`src/rtl/fetch.sv`:
```
// Instruction-fetch stage: PC generation, in-order imem requests, response FIFO and the ir register.
// Optional feature macro FETCH_MISALIGN_TRAP_EN adds fetch_fault for misaligned redirect targets.
module fetch #(
    parameter logic [31:0] RESET_PC = 32'h0000_0000,
    parameter int unsigned DEPTH    = 2,
    parameter logic [31:0] NOP      = 32'h0000_0013
) (
    input  logic        clk,
    input  logic        reset,
    input  logic        stall,
    input  logic        redirect,
    input  logic [31:0] redirect_pc,
    output logic        imem_req,
    output logic [31:0] imem_addr,
    input  logic        imem_ready,
    input  logic        imem_rvalid,
    input  logic [31:0] imem_rdata,
    output logic [31:0] ir,
    output logic [31:0] ir_pc,
    output logic        ir_valid
`ifdef FETCH_MISALIGN_TRAP_EN
    ,
    output logic        fetch_fault
`endif
);

    localparam int unsigned   CW      = $clog2(DEPTH + 1);
    localparam int unsigned   AW      = (DEPTH > 1) ? $clog2(DEPTH) : 1;
    localparam logic [CW+1:0] DEPTH_W = (CW + 2)'(DEPTH);

    typedef logic [AW-1:0] ptr_t;

    function automatic ptr_t ptr_inc(input ptr_t p);
        if (p == AW'(DEPTH - 1)) return '0;
        return p + AW'(1);
    endfunction

    logic [31:0]   pc_q, pc_d;
    logic [CW-1:0] inflight_q, inflight_d;
    logic [CW-1:0] drop_q, drop_d;
    logic [CW-1:0] fcnt_q, fcnt_d;
    ptr_t          pend_wr_q, pend_wr_d, pend_rd_q, pend_rd_d;
    ptr_t          fifo_wr_q, fifo_wr_d, fifo_rd_q, fifo_rd_d;
    logic [31:0]   ir_q, ir_d, ir_pc_q, ir_pc_d;
    logic          ir_valid_q, ir_valid_d;

    // The pending-PC queue occupancy always equals inflight, so it needs no own counter.
    logic [31:0]   pend_mem  [DEPTH];
    logic [31:0]   fifo_data [DEPTH];
    logic [31:0]   fifo_pc   [DEPTH];

    logic          accept, rsp_keep, rsp_drop, credit_ok, fault_block;

`ifdef FETCH_MISALIGN_TRAP_EN
    logic fault_q;

    always_ff @(posedge clk) begin
        if (reset) begin
            fault_q <= 1'b0;
        end else if (redirect) begin
            fault_q <= |redirect_pc[1:0];
        end
    end

    assign fetch_fault = fault_q;
    assign fault_block = fault_q;
`else
    assign fault_block = 1'b0;
`endif

    assign credit_ok = ({2'b00, inflight_q} + {2'b00, drop_q} + {2'b00, fcnt_q}) < DEPTH_W;
    assign imem_req  = !reset && !redirect && !fault_block && credit_ok;
    assign imem_addr = pc_q;
    assign accept    = imem_req && imem_ready;
    assign rsp_drop  = imem_rvalid && (drop_q != '0);
    assign rsp_keep  = imem_rvalid && (drop_q == '0);

    assign ir        = ir_q;
    assign ir_pc     = ir_pc_q;
    assign ir_valid  = ir_valid_q;

    always_comb begin
        pc_d       = pc_q;
        inflight_d = inflight_q;
        drop_d     = drop_q;
        fcnt_d     = fcnt_q;
        pend_wr_d  = pend_wr_q;
        pend_rd_d  = pend_rd_q;
        fifo_wr_d  = fifo_wr_q;
        fifo_rd_d  = fifo_rd_q;
        ir_d       = ir_q;
        ir_pc_d    = ir_pc_q;
        ir_valid_d = ir_valid_q;

        if (redirect) begin
            // Low bits are dropped; a misaligned target is only acted on by the trap option.
            pc_d       = redirect_pc & ~32'h3;
            inflight_d = '0;
            // Whatever is still owed by memory must be discarded, less any response landing now.
            drop_d     = drop_q + inflight_q - CW'(imem_rvalid);
            fcnt_d     = '0;
            pend_wr_d  = '0;
            pend_rd_d  = '0;
            fifo_wr_d  = '0;
            fifo_rd_d  = '0;
            ir_d       = NOP;
            ir_valid_d = 1'b0;
        end else begin
            if (accept) begin
                pc_d      = pc_q + 32'd4;
                pend_wr_d = ptr_inc(pend_wr_q);
            end
            if (rsp_drop) begin
                drop_d = drop_q - CW'(1);
            end
            if (rsp_keep) begin
                pend_rd_d = ptr_inc(pend_rd_q);
                fifo_wr_d = ptr_inc(fifo_wr_q);
            end
            inflight_d = inflight_q + CW'(accept) - CW'(rsp_keep);
            fcnt_d     = fcnt_q + CW'(rsp_keep);
            if (!stall) begin
                if (fcnt_q != '0) begin
                    ir_d       = fifo_data[fifo_rd_q];
                    ir_pc_d    = fifo_pc[fifo_rd_q];
                    ir_valid_d = 1'b1;
                    fifo_rd_d  = ptr_inc(fifo_rd_q);
                    fcnt_d     = fcnt_q + CW'(rsp_keep) - CW'(1);
                end else begin
                    ir_d       = NOP;
                    ir_valid_d = 1'b0;
                end
            end
        end
    end

    always_ff @(posedge clk) begin
        if (reset) begin
            pc_q       <= RESET_PC;
            inflight_q <= '0;
            drop_q     <= '0;
            fcnt_q     <= '0;
            pend_wr_q  <= '0;
            pend_rd_q  <= '0;
            fifo_wr_q  <= '0;
            fifo_rd_q  <= '0;
            ir_q       <= NOP;
            ir_pc_q    <= RESET_PC;
            ir_valid_q <= 1'b0;
        end else begin
            pc_q       <= pc_d;
            inflight_q <= inflight_d;
            drop_q     <= drop_d;
            fcnt_q     <= fcnt_d;
            pend_wr_q  <= pend_wr_d;
            pend_rd_q  <= pend_rd_d;
            fifo_wr_q  <= fifo_wr_d;
            fifo_rd_q  <= fifo_rd_d;
            ir_q       <= ir_d;
            ir_pc_q    <= ir_pc_d;
            ir_valid_q <= ir_valid_d;
        end
    end

    // Storage arrays carry no reset; pointers and counts define which entries are live.
    always_ff @(posedge clk) begin
        if (accept) begin
            pend_mem[pend_wr_q] <= pc_q;
        end
        if (!redirect && rsp_keep) begin
            fifo_data[fifo_wr_q] <= imem_rdata;
            fifo_pc[fifo_wr_q]   <= pend_mem[pend_rd_q];
        end
    end

endmodule

```
`config.mk`:
```
export PLATFORM = sky130hd
export DESIGN_NAME = fetch
export DESIGN_NICKNAME = d
export VERILOG_FILES = /design/src/rtl/fetch.sv
export SDC_FILE = /design/constraint.sdc
export NUM_CORES = 1
export LEC_CHECK = 0
export CAP_MARGIN = 15
export CORE_AREA = 2 2 104 206
export CTS_BUF_LIST = sky130_fd_sc_hd__clkbuf_8
export CTS_CLUSTER_SIZE = 8
export DETAILED_ROUTE_END_ITERATION = 12
export DIE_AREA = 0 0 106 208
export HOLD_SLACK_MARGIN = 0.15
export PLACE_DENSITY_LB_ADDON = 0.12
export SYNTH_ARGS = -nofsm -noshare
export SYNTH_HDL_FRONTEND = slang
export SYNTH_SLANG_ARGS = --single-unit
```
`constraint.sdc`:
```
create_clock -name clk -period 7.4 [get_ports clk]
set_input_delay 1.11 -clock clk [delete_from_list [all_inputs] [get_ports clk]]
set_output_delay 1.11 -clock clk [all_outputs]
set_load 0.1 [all_outputs]
```
# After elaboration in Yosys (flattened, before gate mapping)
# Memories as Yosys holds them, arrays and structs flattened. A register that Yosys moved wholly into a read port is not among the register bits.
# Cells that the tools add are included.
# W data, S select, Z words.
totals:
  register_bits: 75
  mem_bits_rw: 192
  inputBits: 70
  output_inout_bits: 98
  mem_count: 3
classes:
  n_addsub: 14
  order_cmp: 1
  muxes: 37
  bitwise: 2
  reduce_logical: 16
memory_table:
  columns: ["name", "depth", "word_bits", "rd", "rd_clocked_by_memory_dff", "wr", "line_no", "source"]
  rows:
  - ["fifo_data", 2, 32, 1, 1, 1, "49", "logic [31:0] fifo_data [DEPTH];"]
  - ["fifo_pc", 2, 32, 1, 1, 1, "50", "logic [31:0] fifo_pc [DEPTH];"]
  - ["pend_mem", 2, 32, 1, 1, 1, "48", "logic [31:0] pend_mem [DEPTH];"]
ops:
  columns: ["op", "count"]
  rows:
  - ["$mux W32", 3]
  - ["$add A32 B3 Y32 const B", 1]
  - ["$mux W1", 30]
  - ["$mux W2", 4]
  - ["$reduce_bool A2 Y1", 4]
  - ["$logic_and A1 B1 Y1", 6]
  - ["$add A1 B1 Y1 const B", 4]
  - ["$add A2 B1 Y2", 2]
  - ["$add A3 B2 Y4", 1]
  - ["$lt A4 B2 Y1 const B", 1]
  - ["$sub A2 B1 Y2", 2]
  - ["$sub A2 B1 Y2 const B", 2]
  - ["$add A2 B2 Y3", 1]
  - ["$reduce_and A3 Y1", 1]
  - ["$add A2 B2 Y2", 1]
  - ["$logic_not A1 Y1", 2]
  - ["$logic_not A2 Y1", 1]
  - ["$not A1 Y1", 2]
  - ["$reduce_and A2 Y1", 1]
  - ["$reduce_or A2 Y1", 1]

# Depth between registers and ports, before layout
# Gate-level depths: netlist (run 1).
logic_depth:
  word_depth: 8
  mapped_depth: 16
  mapped_depth_nobuf: 13

# Worst setup path after synthesis (run 1)
# No wires, ideal clock.
synth_path:
  path_kind: "input to register"
  from: "in redirect"
  to: "mem fifo_data[0][0] (enable)"
  setup_time_ns: 0.558
  t_arrival_ns: 5.983
  setup_slack_ns: 0.859
  stages: 4
  path_cell_list: "clkbuf_1 clkbuf_1 clkbuf_1 nor3_1"
synth_between:
  elab_chain_len: 4
synth_lines:
  columns: ["element", "line_no", "source"]
  rows:
  - ["start: declaration", "11", "input logic redirect,"]
  - ["$logic_not A1 Y1", "170", "if (!redirect && rsp_keep) begin"]
  - ["$logic_and A1 B1 Y1", "170", null]
  - ["$mux W1", "170", null]
  - ["$mux W1 (implied by the code)", "171", "fifo_data[fifo_wr_q] <= imem_rdata;"]
  - ["end: declaration", "49", null]
# Every way passes these cells.

# Worst setup path after layout (run 1)
layout_path:
  from: "reg inflight_q[1]"
  to: "out imem_req"
layout_between:
  elab_chain_len: 4
layout_lines:
  columns: ["element", "line_no", "source"]
  rows:
  - ["start: declaration", "39", "logic [CW-1:0] inflight_q, inflight_d;"]
  - ["start signal: assignment", "152", "inflight_q <= inflight_d;"]
  - ["$add A2 B2 Y3", "71", "assign credit_ok = ({2'b00, inflight_q} + {2'b00, drop_q} + {2'b00, fcnt_q}) < DEPTH_W;"]
  - ["$add A3 B2 Y4", "71", null]
  - ["$lt A4 B2 Y1", "71", null]
  - ["$logic_and A1 B1 Y1", "72", "assign imem_req = !reset && !redirect && !fault_block && credit_ok;"]
  - ["end: declaration", "13", "output logic imem_req,"]
# Every way passes these cells.

==> results of run 1 <==
==> routing by layer <==
layer,up-vias,routed length (µm),GRT usage
met3,59,1200,0.0382
met5,-,0,0
met1,3455,8820,0.229
li1,3533,-,-
met4,0,1300,0.131
met2,259,13000,0.407
==> report_power, final <==
group          total [W]  switching (W)  internal, W
Combinational   0.000513       0.000350     0.000163
Clock            0.00113       0.000548     0.000579
Sequential       0.00186      0.0000549      0.00181
Total            0.00350       0.000953      0.00255
==> cells in the mapped netlist, types with 3 or more instances <==
master | n | area share
ha_1 | 10 | 0.011
a31oi_1 | 12 | 0.0067
nor3_1 | 4 | 0.0018
and2_1 | 7 | 0.0039
a21oi_1 | 36 | 0.016
a211oi_1 | 34 | 0.023
inv_1 | 12 | 0.0040
o21ai_0 | 7 | 0.0031
and4_1 | 7 | 0.0054
nor2_1 | 117 | 0.039
nand4_1 | 10 | 0.0055
edfxtp_1 | 184 | 0.49
or3_1 | 10 | 0.0055
or4b_1 | 4 | 0.0035
nand3_1 | 12 | 0.0053
xnor2_1 | 7 | 0.0054
o22ai_1 | 3 | 0.0017
buf_4 | 5 | 0.0033
nor2b_1 | 3 | 0.0017
buf_1 | 4 | 0.0013
nand2_1 | 34 | 0.011
mux2_2 | 35 | 0.035
or4_1 | 9 | 0.0060
and3_1 | 9 | 0.0050
a311oi_1 | 9 | 0.0070
o211ai_1 | 9 | 0.0060
o311ai_0 | 5 | 0.0039
xor2_1 | 8 | 0.0062
mux2i_1 | 59 | 0.052
dfxtp_1 | 105 | 0.19
clkbuf_1 | 44 | 0.015
nor4_1 | 6 | 0.0033
==> cells by family after synthesis <==
group           synth area share
xor+xnor                  0.0116
mux                       0.0873
compound gates            0.0786
fa+ha+maj                 0.0129
other cells             0.000332
flops                      0.676
buf+inv                   0.0254
simple gates               0.108
==> state kept, by name (all words and copies together) (netlist names), 30 cells and up, named ones only <==
name,flops
fifo_data,64
fifo_pc,60
imem_addr,30
ir,32
ir_pc,30
pend_mem,60
==> metrics by stage <==
step | worst slack (ns) | hold slack, ns | area [µm²] | cells
after floorplan | 0.859 | 0.472 | 11300 | 856
after global placement | 2.46 | 0.453 | 13100 | 1241
after global routing | 2.38 | 0.510 | 13900 | 1317
after CTS | 2.42 | 0.478 | 13900 | 1317
after detailed placement | 2.50 | 0.464 | 13100 | 1241
final | 2.47 | 0.475 | 13900 | 1317
==> critical path, delay by kind of cell (launching register included) <==
family | cells | cell delay [ns]
flip-flops | 1 | 0.39
AND/OR/NAND/NOR | 2 | 0.87
buffers and inverters | 3 | 1.27
adder cells (fa/ha/maj) | 2 | 0.76
==> area by class of cell <==
cell class,instances,area share
Tap cell,266,0.0240
Multi-Input combinational cell,498,0.245
Timing Repair Buffer,174,0.123
Inverter,14,0.00378
Clock inverter,29,0.00811
Sequential cell,289,0.550
Clock buffer,47,0.0466
==> worst paths after layout <==
check                     start            end  slack [ns]  cells after the start
setup reg to reg  inflight_q[1]  imem_addr[25]        3.56                      9
setup / recovery  inflight_q[1]       imem_req        2.47                      7
hold / removal         ir_valid       ir_valid        0.47                      2
hold reg to reg        ir_valid       ir_valid        0.47                      2
==> impl_metrics.py, run 1 <==
metrics = {
    "clocking": {
        "cts_tree": "yes",
        "holdBufCountCts": 0,
        "cts_max_path_buffers": 3,
        "clock_sinks": 289,
        "numCtsBuffers": 43,
        "cts_root_buf": "clkbuf_8",
        "cts_resized": 0,
        "post_cts_buffers": 0,
        "clock_latency_ns": 0.53,
        "htree_levels": 2,
        "clk_pin_slew_ns": 0.06,
    },
    "synth": {
        "netlist_area_mm2": 0.0113,
        "synth_edf_count": 184,
        "postSynthCellCount": 853,
        "yosys_warnings": 0,
        "syn_avg_cell_area_um2": 13.2,
        "ys.flop_type": "edfxtp_1",
        "synth.distinct_cells": 59,
        "synthArstFlopShare": 0,
        "seq_area_frac_synth": 0.676,
        "ys_ff_latch": 289,
    },
    "final_layout": {
        "area_growth_pct": 23.1,
        "layout_common_cells": "184 x edfxtp_1, 160 x clkdlybuf4s50_1, 115 x nor2_1, 103 x dfxtp_1, 59 x mux2i_1",
        "layout_commonest_cell": "edfxtp_1",
        "register_area_mm2": 0.00763,
        "diodes": 0,
        "final_core_util": 0.679,
        "drive_gt1_frac": 0.105,
        "fill_cells": 1522,
        "final_nets": 1101,
        "multiInputGateArea_mm2": 0.00341,
    },
    "worst_setup_path": {
        "slowest_stage": "clkdlybuf4s50_1",
        "worstPathCellList": "inv_1 -> fa_1 -> inv_1 -> ha_1 -> or4b_1 -> nor2_1 -> clkdlybuf4s50_1",
        "crit_fanout": 6,
        "crit_type": "reg2out",
        "cp.required_ns": 6.29,
        "worst_path_largest_cell_delay_ns": 1.15,
        "worstPathArrival_ns": 3.82,
        "critPathLaunchType": "flip-flop",
        "cp_common_cell": "inv_1",
        "worst_setup_path_end_kind": "primary output",
    },
    "pwr": {
        "vdd_drop_max_mv": 0.151,
        "power_density_mw_per_mm2": 252,
        "leakagePower_nw": 4.62,
        "p_total_w": 0.00350,
    },
    "timing": {
        "setup_tns_ns": 0,
        "finalCriticalPeriod_ns": 4.93,
        "fmax_mhz": 203,
        "post-route-period-util": 0.666,
        "drv_slew": 0,
        "tightest_slew_ns": 1.20,
        "rsz0062_at_grt": "false",
        "hold_violations": 0,
        "setup_viol_count_final": 0,
        "worst_clock_skew_ns": 0.0192,
        "maxSlewHeadroom": 0.196,
    },
    "placed_design": {
        "hpwl_mm": 16.3,
        "numPortBuffers": 161,
        "gp_congestion": 0.910,
    },
    "route": {
        "routedWlPerCell_um": 18.5,
        "dr.pass1.iters": 4,
        "ant_nets": 0,
        "avgViaCountPerCell": 5.55,
        "drc_errors": 0,
        "wl_mm": 24.3,
        "first_iter_violations": 326,
        "vias": 7306,
    },
    "global_route": {
        "grt_max_degree": 68,
        "grt_pass1_wl_mm": 37.8,
        "grt-ovfl-total": 0,
        "antenna_found_initial": 0,
        "groute.usage.overall": 0.221,
        "grt_pass1_vias": 7292,
    },
    "die": {
        "die_area_mm2": 0.0220,
        "io_pins": 168,
        "start_util": 0.551,
        "die_h_um": 208,
        "die-width_um": 106,
        "core_area_mm2": 0.0205,
        "rows": 74,
    },
    "run_status": {
        "status": "completed",
    },
    "min_path": {
        "hp-class": "reg2reg",
    },
    "job": {
        "max-cap-violations": 0,
    },
}
Power figures use the tool's default switching activity.
==> run 2, diff against run 1 <==
==> constraint.sdc (replaced) <==
create_clock -name clk -period 5.1 [get_ports clk]
set_input_delay 0.765 -clock clk [delete_from_list [all_inputs] [get_ports clk]]
set_output_delay 0.765 -clock clk [all_outputs]
set_load 0.1 [all_outputs]
==> run 2 against run 1 <==
  * Final area about the same
  * Final cell count is 0.23% higher
  * Clock power is 43% higher
  * Critical path type unchanged
  * Critical endpoint unchanged
==> impl_metrics.py, run 2 (same netlist as run 1, synthesis figures left out) <==
metrics = {
    "run_status": {
        "status": "completed",
    },
    "worst_setup_path": {
        "worstPathArrival_ns": 3.00,
        "cp_common_cell": "inv_1",
        "r2r_setup_slack_ns": 1.39,
        "worst_setup_path_end_kind": "primary output",
        "worstPathCellList": "inv_1 -> fa_1 -> inv_1 -> ha_1 -> or4b_1 -> nor2_1 -> buf_4",
        "crit_fanout": 6,
        "worst_path_largest_cell_delay_ns": 0.72,
        "cp.required_ns": 4.34,
        "slowest_stage": "or4b_1",
        "critPathLaunchType": "flip-flop",
        "crit_type": "reg2out",
    },
    "pwr": {
        "power_density_mw_per_mm2": 365,
        "leakagePower_nw": 4.63,
        "vdd_drop_max_mv": 0.194,
        "p_total_w": 0.00508,
    },
    "final_layout": {
        "multiInputGateArea_mm2": 0.00342,
        "final_core_util": 0.679,
        "layout_common_cells": "184 x edfxtp_1, 159 x clkdlybuf4s50_1, 115 x nor2_1, 103 x dfxtp_1, 59 x mux2i_1",
        "largestRegisters": "fifo_data x64, fifo_pc x60, pend_mem x60",
        "diodes": 0,
        "area_growth_pct": 23.2,
        "top_register": "fifo_data",
        "largest_register_ffs": 64,
        "final_nets": 1103,
        "fill_cells": 1547,
        "register_area_mm2": 0.00763,
        "final_area_mm2": 0.0139,
        "drive_gt1_frac": 0.106,
        "layout_commonest_cell": "edfxtp_1",
    },
    "global_route": {
        "grt_pass1_wl_mm": 39.5,
        "antenna_found_initial": 0,
        "grt_max_degree": 68,
        "grt_pass1_vias": 7412,
        "grt-ovfl-total": 0,
        "groute.usage.overall": 0.232,
    },
    "die": {
        "die_h_um": 208,
        "core_area_mm2": 0.0205,
        "rows": 74,
        "io_pins": 168,
        "die_area_mm2": 0.0220,
        "start_util": 0.551,
        "die-width_um": 106,
    },
    "clocking": {
        "clock_latency_ns": 0.54,
        "cts_max_path_buffers": 3,
        "clock_sinks": 289,
        "htree_levels": 2,
        "holdBufCountCts": 0,
        "cts_resized": 0,
        "cts_root_buf": "clkbuf_8",
        "clk_pin_slew_ns": 0.06,
        "post_cts_buffers": 0,
        "cts_tree": "yes",
        "numCtsBuffers": 42,
    },
    "timing": {
        "maxSlewHeadroom": 0.176,
        "finalCriticalPeriod_ns": 3.77,
        "drv_slew": 0,
        "worst_clock_skew_ns": 0.0140,
        "tightest_slew_ns": 1.23,
        "setup_tns_ns": 0,
        "fmax_mhz": 265,
        "rsz0062_at_grt": "false",
        "setup_viol_count_final": 0,
        "hold_violations": 0,
        "post-route-period-util": 0.739,
    },
    "job": {
        "max-cap-violations": 0,
    },
    "min_path": {
        "hp-class": "reg2reg",
    },
    "placed_design": {
        "numPortBuffers": 161,
        "place_area_mm2": 0.0132,
        "gp_congestion": 0.959,
        "hpwl_mm": 16.7,
    },
    "route": {
        "drc_errors": 0,
        "routedWlPerCell_um": 19.1,
        "avgViaCountPerCell": 5.68,
        "dr.pass1.iters": 4,
        "wl_mm": 25.2,
        "first_iter_violations": 422,
        "vias": 7498,
        "ant_nets": 0,
    },
}
## run 2: cell count changes in the layout (fill, tap and decap cells not counted), sizes merged
cell	change
buf	+4
inv	+1
clkbuf	-2
clkinvlp	-1
clkdlybuf4s50	-1
clkinv	+2
## run 2: critical path, delay by kind of cell, from the launching register on
kind                       cells  cell delay [ns]
DFF                            1             0.42
buffers and inverters          3             0.43
adders and majority gates      2             0.74
and+or+nand+nor                2             0.88
## run 2: where the power goes
part	internal, W	total (W)	switching, W
logic	0.000243	0.000757	0.000514
clock network	0.000808	0.00162	0.000812
registers	0.00262	0.00270	0.0000819
## run 2: final timing paths
path,to,cells after the start,startpoint
max reg2reg,imem_addr[12],8,fcnt_q[1]
min,ir_valid,2,ir_valid
min reg2reg,ir_valid,2,ir_valid
max,imem_req,7,fcnt_q[1]
## run 2: area by class of cell
type                            count  area share
Sequential cell                   289       0.549
Multi-Input combinational cell    498       0.246
Timing Repair Buffer              177       0.124
Clock buffer                       45      0.0446
Tap cell                          266      0.0240
Clock inverter                     31     0.00837
Inverter                           14     0.00378
## run 2: routing by layer
metal | vias to the layer above | GRT usage | wire [µm]
li1 | 3535 | - | -
met1 | 3592 | 0.249 | 8990
met2 | 306 | 0.423 | 13400
met3 | 65 | 0.0360 | 1370
met4 | 0 | 0.136 | 1420
met5 | - | 0 | 0
## run 2: metrics by stage
step	setup slack, ns	hold WS, ns	instances
CTS	1.30	0.475	1320
finish	1.33	0.469	1320
global route	1.19	0.503	1320
floorplan	0.844	0.472	856
detailed placement	1.55	0.466	1244
global placement	1.55	0.451	1244
